--- src/rtl/stream_run_sequencer_if.sv ---
// stream_run_sequencer_if: host command stream in, network packet stream out,
// plus the busy/steps status of the sequencer.
interface stream_run_sequencer_if #(
    parameter int NUM_INP      = 8,
    parameter int CHARGE_WIDTH = 8,
    parameter int NUM_FLG      = 2,
    parameter int RUN_WIDTH    = 16,
    parameter int CNT_WIDTH    = 32
);
    localparam int CMD_W = NUM_FLG + RUN_WIDTH + NUM_INP * CHARGE_WIDTH;
    localparam int SRC_W = NUM_FLG + NUM_INP * CHARGE_WIDTH;

    logic                 cmd_valid;
    logic                 cmd_ready;
    logic [CMD_W-1:0]     cmd;
    logic                 src_valid;
    logic                 src_ready;
    logic [SRC_W-1:0]     src;
    logic                 busy;
    logic [CNT_WIDTH-1:0] steps;

    modport master (
        input  cmd_valid, cmd, src_ready,
        output cmd_ready, src_valid, src, busy, steps
    );

    modport slave (
        output cmd_valid, cmd, src_ready,
        input  cmd_ready, src_valid, src, busy, steps
    );
endinterface

--- src/rtl/stream_run_sequencer.sv ---
// stream_run_sequencer: expands one host run command into N network packets;
// charges and CLR ride on the first packet, FIN on the last.
module stream_run_sequencer #(
    parameter int NUM_INP      = 8,
    parameter int CHARGE_WIDTH = 8,
    parameter int NUM_FLG      = 2,
    parameter int RUN_WIDTH    = 16,
    parameter int CNT_WIDTH    = 32
) (
    input  logic                  clk,
    input  logic                  arstn,
    stream_run_sequencer_if.master bus
);
    localparam int CHG_W = NUM_INP * CHARGE_WIDTH;
    localparam logic [0:0] S_IDLE = 1'b0;
    localparam logic [0:0] S_EMIT = 1'b1;

    logic [0:0]           r_state;
    logic                 r_cmd_ready;
    logic                 r_clr_pend;
    logic                 r_fin_req;
    logic                 r_first;
    logic [RUN_WIDTH-1:0] r_rem;
    logic [CHG_W-1:0]     r_chg;
    logic [CNT_WIDTH-1:0] r_steps;

    logic [NUM_FLG-1:0]   w_cmd_flags;
    logic [NUM_FLG-1:0]   w_src_flags;
    logic [RUN_WIDTH-1:0] w_cmd_run;
    logic                 w_cmd_acc;
    logic                 w_beat_acc;
    logic                 w_last;

    assign w_cmd_flags = bus.cmd[NUM_FLG+RUN_WIDTH+CHG_W-1 -: NUM_FLG];
    assign w_cmd_run   = bus.cmd[RUN_WIDTH+CHG_W-1 -: RUN_WIDTH];
    assign w_cmd_acc   = bus.cmd_valid && r_cmd_ready;
    assign w_beat_acc  = (r_state == S_EMIT) && bus.src_ready;
    assign w_last      = r_rem == RUN_WIDTH'(1);

    // rem is 0 outside EMIT, so FIN can never leak onto an idle output
    always_comb begin
        w_src_flags    = '0;
        w_src_flags[0] = r_clr_pend;
        w_src_flags[1] = r_fin_req && w_last;
    end

    always_ff @(posedge clk or negedge arstn) begin
        if (!arstn) begin
            r_state     <= S_IDLE;
            r_cmd_ready <= 1'b0;
            r_clr_pend  <= 1'b0;
            r_fin_req   <= 1'b0;
            r_first     <= 1'b0;
            r_rem       <= '0;
            r_chg       <= '0;
            r_steps     <= '0;
        end else if (r_state == S_IDLE) begin
            r_cmd_ready <= !w_cmd_acc;
            if (w_cmd_acc) begin
                r_state    <= S_EMIT;
                r_rem      <= (w_cmd_run == '0) ? RUN_WIDTH'(1) : w_cmd_run;
                r_clr_pend <= w_cmd_flags[0];
                r_fin_req  <= w_cmd_flags[1];
                r_first    <= 1'b1;
                r_chg      <= bus.cmd[CHG_W-1:0];
            end
        end else if (w_beat_acc) begin
            r_rem      <= r_rem - RUN_WIDTH'(1);
            r_clr_pend <= 1'b0;
            r_first    <= 1'b0;
            r_steps    <= r_steps + CNT_WIDTH'(1);
            if (w_last) begin
                r_state     <= S_IDLE;
                r_cmd_ready <= 1'b1;
            end
        end
    end

    assign bus.cmd_ready = r_cmd_ready;
    assign bus.src_valid = r_state == S_EMIT;
    assign bus.busy      = r_state == S_EMIT;
    assign bus.src       = {w_src_flags, r_first ? r_chg : CHG_W'(0)};
    assign bus.steps     = r_steps;
endmodule
--- src/flat_wrapper.sv ---
// flat-port wrapper written by rule: the top's interface ports become plain ports
module stream_run_sequencer_flat 
#(
    parameter int NUM_INP      = 8,
    parameter int CHARGE_WIDTH = 8,
    parameter int NUM_FLG      = 2,
    parameter int RUN_WIDTH    = 16,
    parameter int CNT_WIDTH    = 32
)
  (clk, arstn, bus_cmd_valid, bus_cmd, bus_src_ready, bus_cmd_ready, bus_src_valid, bus_src, bus_busy, bus_steps);
  stream_run_sequencer_if #(.NUM_INP(NUM_INP), .CHARGE_WIDTH(CHARGE_WIDTH), .NUM_FLG(NUM_FLG), .RUN_WIDTH(RUN_WIDTH), .CNT_WIDTH(CNT_WIDTH)) bus_i ();
  input  logic clk;
  input  logic arstn;
  input wire logic [$bits(bus_i.cmd_valid)-1:0] bus_cmd_valid;
  input wire logic [$bits(bus_i.cmd)-1:0] bus_cmd;
  input wire logic [$bits(bus_i.src_ready)-1:0] bus_src_ready;
  output wire logic [$bits(bus_i.cmd_ready)-1:0] bus_cmd_ready;
  output wire logic [$bits(bus_i.src_valid)-1:0] bus_src_valid;
  output wire logic [$bits(bus_i.src)-1:0] bus_src;
  output wire logic [$bits(bus_i.busy)-1:0] bus_busy;
  output wire logic [$bits(bus_i.steps)-1:0] bus_steps;
  assign bus_i.cmd_valid = bus_cmd_valid;
  assign bus_i.cmd = bus_cmd;
  assign bus_i.src_ready = bus_src_ready;
  assign bus_cmd_ready = bus_i.cmd_ready;
  assign bus_src_valid = bus_i.src_valid;
  assign bus_src = bus_i.src;
  assign bus_busy = bus_i.busy;
  assign bus_steps = bus_i.steps;
  stream_run_sequencer #(.NUM_INP(NUM_INP), .CHARGE_WIDTH(CHARGE_WIDTH), .NUM_FLG(NUM_FLG), .RUN_WIDTH(RUN_WIDTH), .CNT_WIDTH(CNT_WIDTH)) u_core (.clk(clk), .arstn(arstn), .bus(bus_i));
endmodule
--- config.mk ---
export PLATFORM = sky130hd
export DESIGN_NAME = stream_run_sequencer_flat
export DESIGN_NICKNAME = d
export VERILOG_FILES = /design/src/rtl/stream_run_sequencer_if.sv /design/src/rtl/stream_run_sequencer.sv /design/src/flat_wrapper.sv
export SDC_FILE = /design/constraint.sdc
export NUM_CORES = 1
export LEC_CHECK = 0
export BUFFER_PORTS_ARGS = -buffer_cell sky130_fd_sc_hd__buf_4
export CAP_MARGIN = 10
export CORE_MARGIN = 1.5
export CORE_UTILIZATION = 30
export DETAILED_ROUTE_END_ITERATION = 12
export MAX_ROUTING_LAYER = met4
export PLACE_DENSITY = 0.58
export SLEW_MARGIN = 20
export SYNTH_ARGS = -nofsm -noshare
export SYNTH_HDL_FRONTEND = slang
export SYNTH_SLANG_ARGS = --single-unit
--- constraint.sdc ---
create_clock -name clk -period 2.3 [get_ports clk]
set_clock_uncertainty 0.05 [all_clocks]
set_input_delay 0.345 -clock clk [delete_from_list [all_inputs] [get_ports clk]]
set_output_delay 0.345 -clock clk [all_outputs]
set_load 0.1 [all_outputs]
# Yosys cells after proc, flatten, opt, wreduce, memory -nomap -nowiden

Index checks and enable logic that the tools add are counted.

Flip-flop bits (word level): 117
Latch bits: 0
Bits in writable memories: 0
Memory bits (read-only): 0
Bits of input ports: 86
Word-level logic and storage cells: 41
Memories: 0

Add/subtract/negate cells: 2
Multiply operators: 0
Divide/modulo/power cells: 0
Order comparisons: 0
Equality and inequality tests: 3
Shifts and indexed selects: 0
Muxes and demuxes: 17
Bitwise operators: 1
Reduce and logical (&&, ||, !) cells: 10

Operator list:

| cell                    | count |
|---|---|
| $mux W16                | 4 |
| $mux W64                | 1 |
| $add A32 B1 Y32 const B | 1 |
| $eq A16 B1 Y1 const B   | 1 |
| $logic_not A16 Y1       | 1 |
| $sub A16 B1 Y16 const B | 1 |
| $mux W1                 | 12 |
| $reduce_and A2 Y1       | 4 |
| $ne A2 B2 Y1 const B    | 2 |
| $logic_and A1 B1 Y1     | 3 |
| $reduce_bool A2 Y1      | 1 |
| $logic_not A1 Y1        | 1 |
| $not A1 Y1              | 1 |

# Depth between registers and ports, before layout

Gate-level depths: netlist of the first run.

Depth after elaboration: 4
Gate-level depth with buffers: 7
Mapped depth without buffers: 6

# Worst setup path after synthesis of the first run

Ideal clock, no wire load.

Path kind: register to output
Start: register u_core.r_rem[2]
End: output bus_src[65]
Arrival: 3.065 ns
Required time: 1.905 ns
Slack: -1.160 ns
Cell stages (with the launch flop): 4
Buffers on the path: 1
Cell sequence: dfrtp_1 buf_6 or4_4 nor3_1

Cells in the longest elaborated chain, start to end: 2

RTL lines:

| element                  | line                       | source |
|---|---|---|
| start: declaration       | stream_run_sequencer.sv:23 | `logic [RUN_WIDTH-1:0] r_rem;` |
| start signal: assignment | stream_run_sequencer.sv:61 | `r_rem <= (w_cmd_run == '0) ? RUN_WIDTH'(1) : w_cmd_run;` |
| start signal: assignment | stream_run_sequencer.sv:68 | `r_rem <= r_rem - RUN_WIDTH'(1);` |
| $eq A16 B1 Y1            | stream_run_sequencer.sv:38 | `assign w_last = r_rem == RUN_WIDTH'(1);` |
| $logic_and A1 B1 Y1      | stream_run_sequencer.sv:44 | `w_src_flags[1] = r_fin_req && w_last;` |
| end: declaration         | flat_wrapper.sv:19         | `output wire logic [$bits(bus_i.src)-1:0] bus_src;` |

No other way between the ends.

# Worst setup path in the final report of the first run

Same ends and word-level chain as after synthesis.

==> results of run 1 <==
-- worst min path at each step --
stage	from	to	slack (ps)
final	bus_cmd[46]	u_core.r_chg[46]$_DFFE_PN0P_	70
after global routing	bus_cmd[81]	u_core.r_fin_req$_DFFE_PN0P_	60
after CTS	bus_cmd[45]	u_core.r_chg[45]$_DFFE_PN0P_	50
after detailed placement	arstn	u_core.r_chg[43]$_DFFE_PN0P_	170
after global placement	arstn	u_core.r_chg[42]$_DFFE_PN0P_	160
after floorplan	arstn	u_core.bus.busy$_DFF_PN0_	-0.6
-- registers in the layout, summed over array words and instances (netlist names) --
signal                count
u_core.r_chg             64
u_core.bus.steps         32
u_core.r_rem             16
u_core.bus.busy           1
u_core.bus.cmd_ready      1
u_core.r_clr_pend         1
u_core.r_fin_req          1
u_core.r_first            1
-- per-layer routing --
metal,wire (um),GRT usage,vias to the layer above
met3,644,0.0349,17
li1,-,-,2463
met4,252,0.0604,0
met1,7120,0.211,2344
met5,0,-,-
met2,7190,0.257,126
-- placed cells by master, fill, tap and decap left out, types with 5 or more instances in the layout --
cell type and n:
nand2_1 229, buf_4 205, dfrtp_1 104, and2_1 66, xnor2_1 25, nand4_1 18
nand3_1 18, clkbuf_16 17, nor2_1 16, dfrtp_2 13, nor3_1 10, mux2i_1 8
and3_1 7, a21oi_1 6, xor2_1 6, inv_1 5, nor4_1 5, o21ai_0 5
clkbuf_8 5, buf_12 5
-- metrics by stage --
| step | setup WS, ps | utilization | power [mW] |
|---|---|---|---|
| floorplan | 6.59 | - | 5.35 |
| global placement | 371 | 0.397 | 6.10 |
| detailed placement | 353 | 0.397 | 6.15 |
| CTS | 1.57 | 0.434 | 9.02 |
| global route | -8.37 | 0.437 | 9.54 |
| finish | 49.3 | 0.437 | 8.98 |
-- logic make-up after synthesis --
group	after synthesis	share of synthesized area
buffers and inverters	41	0.0325
adders and majority gates	3	0.00664
and+or+nand+nor	395	0.333
xor gates and xnor gates	31	0.0480
DFF	117	0.518
AOI/OAI and AO/OA	35	0.0478
muxes	8	0.0142
-- power groups by stage --
stage          Combinational [mW]  Sequential [mW]  Clock (mW)
6_report                     2.92             3.30        2.76
5_1_grt                      3.20             3.42        2.92
4_1_cts                      2.88             3.30        2.83
3_5_place_dp                 2.81             3.34           0
3_3_place_gp                 2.79             3.31           0
2_1_floorplan                1.71             3.64           0
-- final cells by class --
type	instances	area (um2)	area share
Tap cell	234	293	0.0361
Clock buffer	24	502	0.0618
Timing Repair Buffer	211	1650	0.203
Multi-Input combinational cell	472	2580	0.318
Clock inverter	8	120	0.0148
Inverter	6	22.5	0.00278
Sequential cell	117	2940	0.363
-- worst max-delay path: stages, from the launching register on --
cell     delay, ps
dfrtp_2        420
or4_4          570
nor3_4         240
buf_12         200
-- timing repair --
item | 4_1_cts | 5_1_grt
endpoints found under the setup margin | 1 | 1
pin swaps | 1 | 2
resized for setup | 8 | 4
endpoints found under the hold margin | 10 | 0
buffers inserted | 3 | 5
hold buffers | 1 | 0
==> metrics.cfg, run 1 <==
[worst_setup_path]
timing.rr.start=u_core.r_rem[4]$_DFFE_PN0P_
crit_fanout=4
crit_required_ps=1900
reg2reg_depth=5
r2r_end=u_core.r_rem[15]$_DFFE_PN0P_
cp_data_arrival_time_ps=1860
crit_type=reg2out
r2r_slack_ps=350
endpoint=bus_src[65]
worst_setup_path_end_kind=primary output
setup.worst_path.start=u_core.r_rem[2]$_DFFE_PN0P_
cp-start-kind=register

[placed_design]
place_inst=1031
io_buffers=186
gp_congestion=0.819
hpwlAfterDp_um=10300
placed_area_um2=7380

[floorplanning]
die_h_um=140
core-area_um2=18600
start_util=0.304
die_area_um2=19700
io_pins=187
rows=50
die_x_um=140

[cts]
htreeDepth=4
cts_buffers=17
cts-root-buf=clkbuf_16
worstSkewPairLatency_ps=410
cts.path.max_buffers=2
cts_tree=built
cts.sinks=117
path_clk_slew_ps=50

[logic_synthesis]
async_reset_ff_frac=1.00
ys_top_cells_by_area=dfrtp_1 52%, nand2_1 15%, and2_1 7.3%, xnor2_1 3.9%, nand4_1 2.0%
synth_top_cell_area_share=0.518
synth.avg_cell_area_um2=8.98
syn-num-nets=719
yosysTopAreaCell=dfrtp_1
ys_seq_area_frac=0.518
yosysMostFrequentCell=nand2_1
yosys-top-cells-count=229 x nand2_1, 117 x dfrtp_1, 66 x and2_1
yosys_register_bits=117
ys_warn_count=0
synth_edf_count=0
ys_types=55
synth_cells=630
synth.cell_area_um2=5660
ys.flop_type=dfrtp_1

[power]
seq_power_share=0.368
ir_drop_mv=0.609
power.switching_mw=3.38
comb_power_share=0.326
power.density_nw_per_um2=1110
p_int_mw=5.60
cellLeakagePower_nw=4.13
clkPwrFrac=0.307
p_sw_frac=0.376

[cells_and_area]
diodes=0
area_growth_pct=43.5
drive_gt1_frac=0.321
fin_nets=914
final_area_um2=8110
fillers=1862
instances_no_fill=1072

[global_route]
globalRouteOverflowTotal=0
grt_pass1_vias=4919
grt_max_degree=81
grt_use_total=0.165
antenna_found_initial=0
grt_pass1_wl_um=25000

[drt]
vias=4950
drt-total-wl_um=15200
drt_iter0_drc=206
via_per_inst=4.62
drc=0
wl_per_cell_um=14.2
firstDrtPassIters=4
drtAntennaViolNets=0

[min_path]
holdPathStages=3
hold_path.class=in2reg

[timing]
fmax_mhz=444
tightest_slew_ps=600
hold_viol=0
grt_setup_unrepaired=true
period_share=0.979
drv_slew=0
hold_slack_ps=71.1
finalSetupTns_ps=0
slew_headroom=0.600
finalSetupViolations=0
min_period_ps=2250

[job]
maxCapViolations=0

[outcome]
status=complete, no violations

Note: power is estimated with default switching activity, not from simulation.
==> inputs of run 2 (changes only) <==
--- a/config.mk
+++ b/config.mk
@@ -7,2 +7,3 @@
 export LEC_CHECK = 0
+export ABC_AREA = 1
 export BUFFER_PORTS_ARGS = -buffer_cell sky130_fd_sc_hd__buf_4
@@ -13,3 +14,3 @@
 export MAX_ROUTING_LAYER = met4
-export PLACE_DENSITY = 0.58
+export PLACE_DENSITY = 0.57
 export SLEW_MARGIN = 20
@@ -18 +19,2 @@
 export SYNTH_SLANG_ARGS = --single-unit
+export TNS_END_PERCENT = 50
--- a/constraint.sdc
+++ b/constraint.sdc
@@ -4,2 +4,2 @@
 set_output_delay 0.345 -clock clk [all_outputs]
-set_load 0.1 [all_outputs]
+set_load 0.05 [all_outputs]
==> run 2 against run 1 <==
  * Design area grew 6.4%
  * Critical path depth grew 3
  * Sequential share of layout area shrank 2.4 points
  * Largest power group unchanged
  * Routed wire length grew 14%
  * Worst setup slack gained 77 ps
  * Clock-buffer cell count shrank 7
  * Via count grew 18%
  * Power grew 3.4%
  * Global-route usage grew 0.46 points
==> metrics.cfg, run 2 <==
[timing]
grt_setup_unrepaired=false
tightest_slew_ps=559  ; -41.0 ps
slew_headroom=0.628  ; +0.0273
finalSetupTns_ps=0  ; unchanged
finalSetupViolations=0  ; unchanged
drv_slew=0  ; unchanged
min_period_ps=2170  ; -76.8 ps
fmax_mhz=460  ; +3.5%
period_share=0.945  ; -0.0334
hold_slack_ps=69.5  ; -1.60 ps
hold_viol=0  ; unchanged

[floorplanning]
die_area_um2=21900  ; +11%
io_pins=187  ; unchanged
die_x_um=148  ; +5.4%
rows=52  ; +4.0%
core-area_um2=20400  ; +10%
start_util=0.308  ; +0.00387
die_h_um=148  ; +5.4%

[cts]
cts-root-buf=clkbuf_16
cts_buffers=17  ; unchanged
cts_setup_buffers=0  ; -3
cts.sinks=117  ; unchanged
path_clk_slew_ps=60  ; about the same
worstSkewPairLatency_ps=410  ; about the same
cts_tree=built
cts.path.max_buffers=2  ; unchanged
htreeDepth=4  ; unchanged

[logic_synthesis]
synth.avg_cell_area_um2=7.18  ; -20%
yosysMostFrequentCell=nand2_1
ys_seq_area_frac=0.465  ; -0.0528
yosys-top-cells-count=427 x nand2_1, 117 x dfrtp_1, 103 x inv_1
ys_top_cells_by_area=dfrtp_1 46%, nand2_1 25%, inv_1 6.1%, nor2_1 4.1%, nand3_1 2.4%
ys_types=32  ; -42%
ys.flop_type=dfrtp_1
synth.cell_area_um2=6300  ; +11%
synth_edf_count=0  ; unchanged
synth_top_cell_area_share=0.465  ; -0.0528
ys_warn_count=0  ; unchanged
yosysTopAreaCell=dfrtp_1
yosys_register_bits=117  ; unchanged
synth_cells=877  ; +39%
syn-num-nets=966  ; +34%
async_reset_ff_frac=1.00  ; unchanged

[power]
ir_drop_mv=0.423  ; -31%
power.density_nw_per_um2=1080  ; -2.8%
seq_power_share=0.359  ; -0.009
power.switching_mw=3.71  ; +9.8%
cellLeakagePower_nw=4.92  ; +19%
p_sw_frac=0.400  ; +0.0231
clkPwrFrac=0.302  ; -0.005
p_int_mw=5.58  ; -0.39%
comb_power_share=0.339  ; +0.013

[drt]
firstDrtPassIters=5  ; +1
drt_iter0_drc=361  ; +75%
drt-total-wl_um=17300  ; +14%
vias=5822  ; +18%
drtAntennaViolNets=0  ; unchanged
via_per_inst=4.33  ; -6.3%
wl_per_cell_um=12.9  ; -9.4%
drc=0  ; unchanged

[worst_setup_path]
worst_setup_path_end_kind=primary output
cp_data_arrival_time_ps=1780  ; -80 ps
cp-start-kind=register
crit_fanout=5  ; +1
crit_type=reg2out
worstPathCellList=nor2_2, nand2_1, inv_2, nand3_1, nor4b_2, buf_4
max_stage_delay_ps=400  ; -170 ps
cpMaxStageDelayCell=dfrtp_1
crit_required_ps=1900  ; about the same

[cells_and_area]
top_register=u_core.r_chg
finish.utilization=0.422  ; -0.0142
drive_gt1_frac=0.242  ; -0.0791
fillers=2153  ; +16%
fin_nets=1151  ; +26%
layout_common_cells=427 x nand2_1, 192 x buf_4, 116 x dfrtp_1, 102 x inv_1, 67 x nor2_1
largest_reg_flops=64  ; unchanged
final_common_cell=nand2_1
area_growth_pct=37.1
diodes=0  ; unchanged

[min_path]
hold_path.class=in2reg

[placed_design]
gp_congestion=0.846  ; +3.4%
io_buffers=186  ; unchanged
hpwlAfterDp_um=12500  ; +21%

[global_route]
globalRouteOverflowTotal=0  ; unchanged
antenna_found_initial=0  ; unchanged
grt_use_total=0.169  ; +0.00461
grt_pass1_vias=5642  ; +15%
grt_max_degree=68  ; -16%
grt_pass1_wl_um=28700  ; +15%

[outcome]
status=complete, no violations

[job]
maxCapViolations=0  ; unchanged

-- run 2: cell count changes in the layout (fill, tap and decap cells not counted), sizes merged, moves of 8 or more --
cell	previous run	this run
and2	66	0
nor2	16	83
mux2i	8	0
xnor2	25	7
nor3	13	3
inv	6	114
nand2	230	428
buf	210	196
nor4	8	0
nand3	19	36
o21ai	5	19
-- run 2: worst paths after layout --
check	startpoint	endpoint	slack [ps]	cells after the start
worst max register to register	u_core.bus.busy$_DFF_PN0_	u_core.r_rem[7]$_DFFE_PN0P_	470	8
worst min register to register	u_core.r_chg[9]$_DFFE_PN0P_	u_core.r_chg[9]$_DFFE_PN0P_	430	2
max in group asynchronous	arstn	u_core.bus.steps[2]$_DFFE_PN0P_	1080	3
min in group asynchronous	arstn	u_core.bus.steps[12]$_DFFE_PN0P_	380	2
worst min-delay path	bus_cmd[20]	u_core.r_chg[20]$_DFFE_PN0P_	70	3
worst max-delay path	u_core.r_rem[6]$_DFFE_PN0P_	bus_src[65]	130	6
-- run 2: cell type report --
class / count / area, um2 / area share
Timing Repair Buffer: 197 / 1530 / 0.177
Clock buffer: 17 / 425 / 0.0493
Multi-Input combinational cell: 621 / 2810 / 0.325
Clock inverter: 15 / 194 / 0.0225
Sequential cell: 117 / 2930 / 0.339
Inverter: 108 / 408 / 0.0473
Tap cell: 270 / 338 / 0.0391
-- run 2: cells by family (layout without fill, tap and decap cells) --
logic type	count (synthesis)	count (layout)	synth area share
DFF	117	117	0.465
adders and majority gates	3	3	0.00596
and+or+nand+nor	569	569	0.385
AOI/OAI and AO/OA	29	29	0.0246
xor gates and xnor gates	20	20	0.0278
buffers and inverters	139	337	0.0914
-- run 2: worst max-delay path: cells and delay by family (launching register included) --
family,cells,cell delay [ps]
DFF,1,400
buffers and inverters,2,340
and+or+nand+nor,4,620
-- run 2: power groups by stage --
| stage | registers, mW | clock network [mW] | logic, mW |
|---|---|---|---|
| 2_1_floorplan | 3.42 | 0 | 2.10 |
| 3_3_place_gp | 3.34 | 0 | 3.13 |
| 3_5_place_dp | 3.34 | 0 | 3.17 |
| 4_1_cts | 3.32 | 2.89 | 3.18 |
| 5_1_grt | 3.44 | 2.97 | 3.51 |
| 6_report | 3.34 | 2.80 | 3.15 |
-- run 2: what timing repair did --
item	4_1_cts	5_1_grt
setup endpoints to repair	0	1
gates resized for setup	0	3
endpoints found under the hold margin	33	0
hold buffers	1	0
-- run 2: metal layers --
layer  global-route usage  wire length [um]
met1                0.221              8040
met5                    -                 0
met3               0.0324               756
met4               0.0470               193
met2                0.269              8310
-- run 2: per-stage QoR --
stage	std cells	power, mW	setup slack, ps	cell area [um2]
final	1345	9.29	126	8630
after global routing	1345	9.92	13.9	8630
after CTS	1345	9.39	86.2	8630
after detailed placement	1312	6.51	484	8000
after global placement	1312	6.48	512	8000
after floorplan	877	5.52	210	6300
==> inputs of run 3 (changes only) <==
Settings changed: RECOVER_POWER set to 25.
==> run 3 against run 2 <==
  * Sequential share of layout area up 0.23 points
  * Routed wire length is essentially flat
  * Via count is 0.27% lower
  * First-iteration DRC count up 1.1%
  * Utilization down 0.29 points
  * Design area is 0.68% lower
  * Power down 0.46%
  * Largest power group unchanged
==> metrics.cfg, run 3 (synthesis results as in run 2) <==
[worst_setup_path]
cp-start-kind=register
worst_setup_path_end_kind=primary output
crit_required_ps=1900  ; about the same
r2r_end=u_core.bus.steps[21]$_DFFE_PN0P_
cp_data_arrival_time_ps=1780  ; about the same
reg2reg_depth=8  ; unchanged
timing.rr.start=u_core.bus.busy$_DFF_PN0_
crit_type=reg2out
r2r_slack_ps=380  ; -90 ps
crit_fanout=5  ; unchanged

[drt]
drc=0  ; unchanged
firstDrtPassIters=5  ; unchanged
wl_per_cell_um=12.8  ; about the same
top_layer=met4
drt_iter0_drc=365  ; +1.1%
drtAntennaViolNets=0  ; unchanged
vias=5806  ; -0.27%
wl_met2_um=8290  ; -0.20%
met3_length_um=769  ; +1.7%
met1_length_um=8030  ; -0.17%
drt-total-wl_um=17300  ; about the same
via_per_inst=4.32  ; -0.27%

[cts]
path_clk_slew_ps=60  ; about the same
cts-root-buf=clkbuf_16
cts.path.max_buffers=2  ; unchanged
cts_buffers=17  ; unchanged
htreeDepth=4  ; unchanged
cts.sinks=117  ; unchanged
worstSkewPairLatency_ps=410  ; about the same
cts_tree=built

[placed_design]
hpwlAfterDp_um=12500  ; unchanged
io_buffers=186  ; unchanged
place_ws_ps=484  ; unchanged
placed_area_um2=8000  ; unchanged
gp_congestion=0.846  ; unchanged

[min_path]
hold_path.class=in2reg
whs_endpoint=u_core.r_chg[20]$_DFFE_PN0P_
holdPathStages=3  ; unchanged
worstHoldStart=bus_cmd[20]

[cells_and_area]
layout_common_cells=427 x nand2_1, 188 x buf_4, 116 x dfrtp_1, 102 x inv_1, 68 x nor2_1
regArea_um2=2930  ; unchanged
area_growth_pct=36.1
largest_reg_flops=64  ; unchanged
drive_gt1_frac=0.237  ; -0.00465
multi_input_area_um2=2770  ; -1.2%
final_area_um2=8570  ; -0.68%
final_common_cell=nand2_1
diodes=0  ; unchanged
finish.utilization=0.420  ; -0.00288
fin_nets=1151  ; unchanged
fillers=2163  ; +0.46%
top_register=u_core.r_chg

[power]
ir_drop_mv=0.424  ; about the same
power.density_nw_per_um2=1080  ; +0.22%
comb_power_share=0.336  ; -0.003
p_int_mw=5.56  ; -0.31%
clkPwrFrac=0.303  ; about the same
cellLeakagePower_nw=4.88  ; -0.69%
seq_power_share=0.361  ; +0.002
p_sw_frac=0.399  ; -0.000931
power.switching_mw=3.68  ; -0.70%

[global_route]
grt_use_total=0.169  ; unchanged
globalRouteOverflowTotal=0  ; unchanged
antenna_found_initial=0  ; unchanged
grt_pass1_vias=5642  ; unchanged
grt_pass1_wl_um=28700  ; unchanged
grt_max_degree=68  ; unchanged

[timing]
finalSetupTns_ps=0  ; unchanged
fmax_mhz=459  ; -0.24%
slew_headroom=0.378  ; -0.249
tightest_slew_ps=933  ; +374 ps
grt_setup_unrepaired=false
finalSetupViolations=0  ; unchanged
drv_slew=0  ; unchanged
finalWorstSetupSlack_ps=121  ; -5.13 ps
period_share=0.947  ; +0.00223
hold_viol=0  ; unchanged
min_period_ps=2180  ; +5.13 ps

[job]
maxCapViolations=0  ; unchanged

[floorplanning]
io_pins=187  ; unchanged
rows=52  ; unchanged
die_area_um2=21900  ; unchanged
core-area_um2=20400  ; unchanged
die_x_um=148  ; unchanged
die_h_um=148  ; unchanged
start_util=0.308  ; unchanged

[outcome]
status=complete, no violations

[run 3: cell types whose count changed in the layout (fill, tap and decap cells not counted)]
cell / before / now
nand3_4: 5 / 4
clkbuf_4: 0 / 1
buf_4: 192 / 188
nor2_1: 67 / 68
buf_12: 4 / 3
nor2_8: 2 / 1
clkbuf_2: 0 / 2
nand3_1: 30 / 32
nand3_2: 1 / 0
clkbuf_1: 0 / 2
[run 3: routing by layer]
| metal | up-vias | global-route usage |
|---|---|---|
| met1 | 2642 | 0.221 |
| met2 | 133 | 0.269 |
| li1 | 3019 | - |
| met4 | 0 | 0.0470 |
| met5 | - | - |
| met3 | 12 | 0.0324 |
[run 3: layout make-up]
| class | instances | share of cell area |
|---|---|---|
| Clock buffer | 17 | 0.0496 |
| Clock inverter | 15 | 0.0226 |
| Inverter | 108 | 0.0476 |
| Multi-Input combinational cell | 621 | 0.323 |
| Sequential cell | 117 | 0.342 |
| Tap cell | 270 | 0.0394 |
| Timing Repair Buffer | 197 | 0.176 |
[run 3: stage by stage]
stage	hold slack (ps)	cells	total power, mW
2_1_floorplan	-0.591	877	5.52
3_3_place_gp	299	1312	6.48
3_5_place_dp	294	1312	6.51
4_1_cts	49.7	1345	9.39
5_1_grt	63.2	1345	9.88
6_report	69.4	1345	9.24
[run 3: worst max-delay path, cell delays in order, from the launching register on]
cell and delay [ps]:
dfrtp_1 400, nor2_2 140, nand2_1 90, inv_2 90
nand3_1 90, nor4b_2 300, buf_4 250
[run 3: worst max-delay path by stage]
stage,from,cells past startpoint,end
2_1_floorplan,u_core.r_rem[7]$_DFFE_PN0P_,5,bus_src[65]
3_3_place_gp,u_core.bus.busy$_DFF_PN0_,8,u_core.r_rem[7]$_DFFE_PN0P_
3_5_place_dp,u_core.bus.busy$_DFF_PN0_,8,u_core.r_rem[7]$_DFFE_PN0P_
4_1_cts,u_core.r_rem[6]$_DFFE_PN0P_,6,bus_src[65]
5_1_grt,u_core.r_rem[8]$_DFFE_PN0P_,6,bus_src[65]
6_report,u_core.r_rem[6]$_DFFE_PN0P_,6,bus_src[65]
[run 3: repair_timing]
item | CTS | global route
hold endpoints to repair | 33 | 0
gates resized for setup | 0 | 3
setup endpoints to repair | 0 | 1
buffers inserted | 0 | 0
hold buffers | 1 | 0
[run 3: power by group through the flow]
stage / Clock, mW / Combinational (mW) / Sequential [mW]
finish: 2.80 / 3.11 / 3.34
global route: 2.97 / 3.47 / 3.44
CTS: 2.89 / 3.18 / 3.32
detailed placement: 0 / 3.17 / 3.34
global placement: 0 / 3.13 / 3.34
floorplan: 0 / 2.10 / 3.42
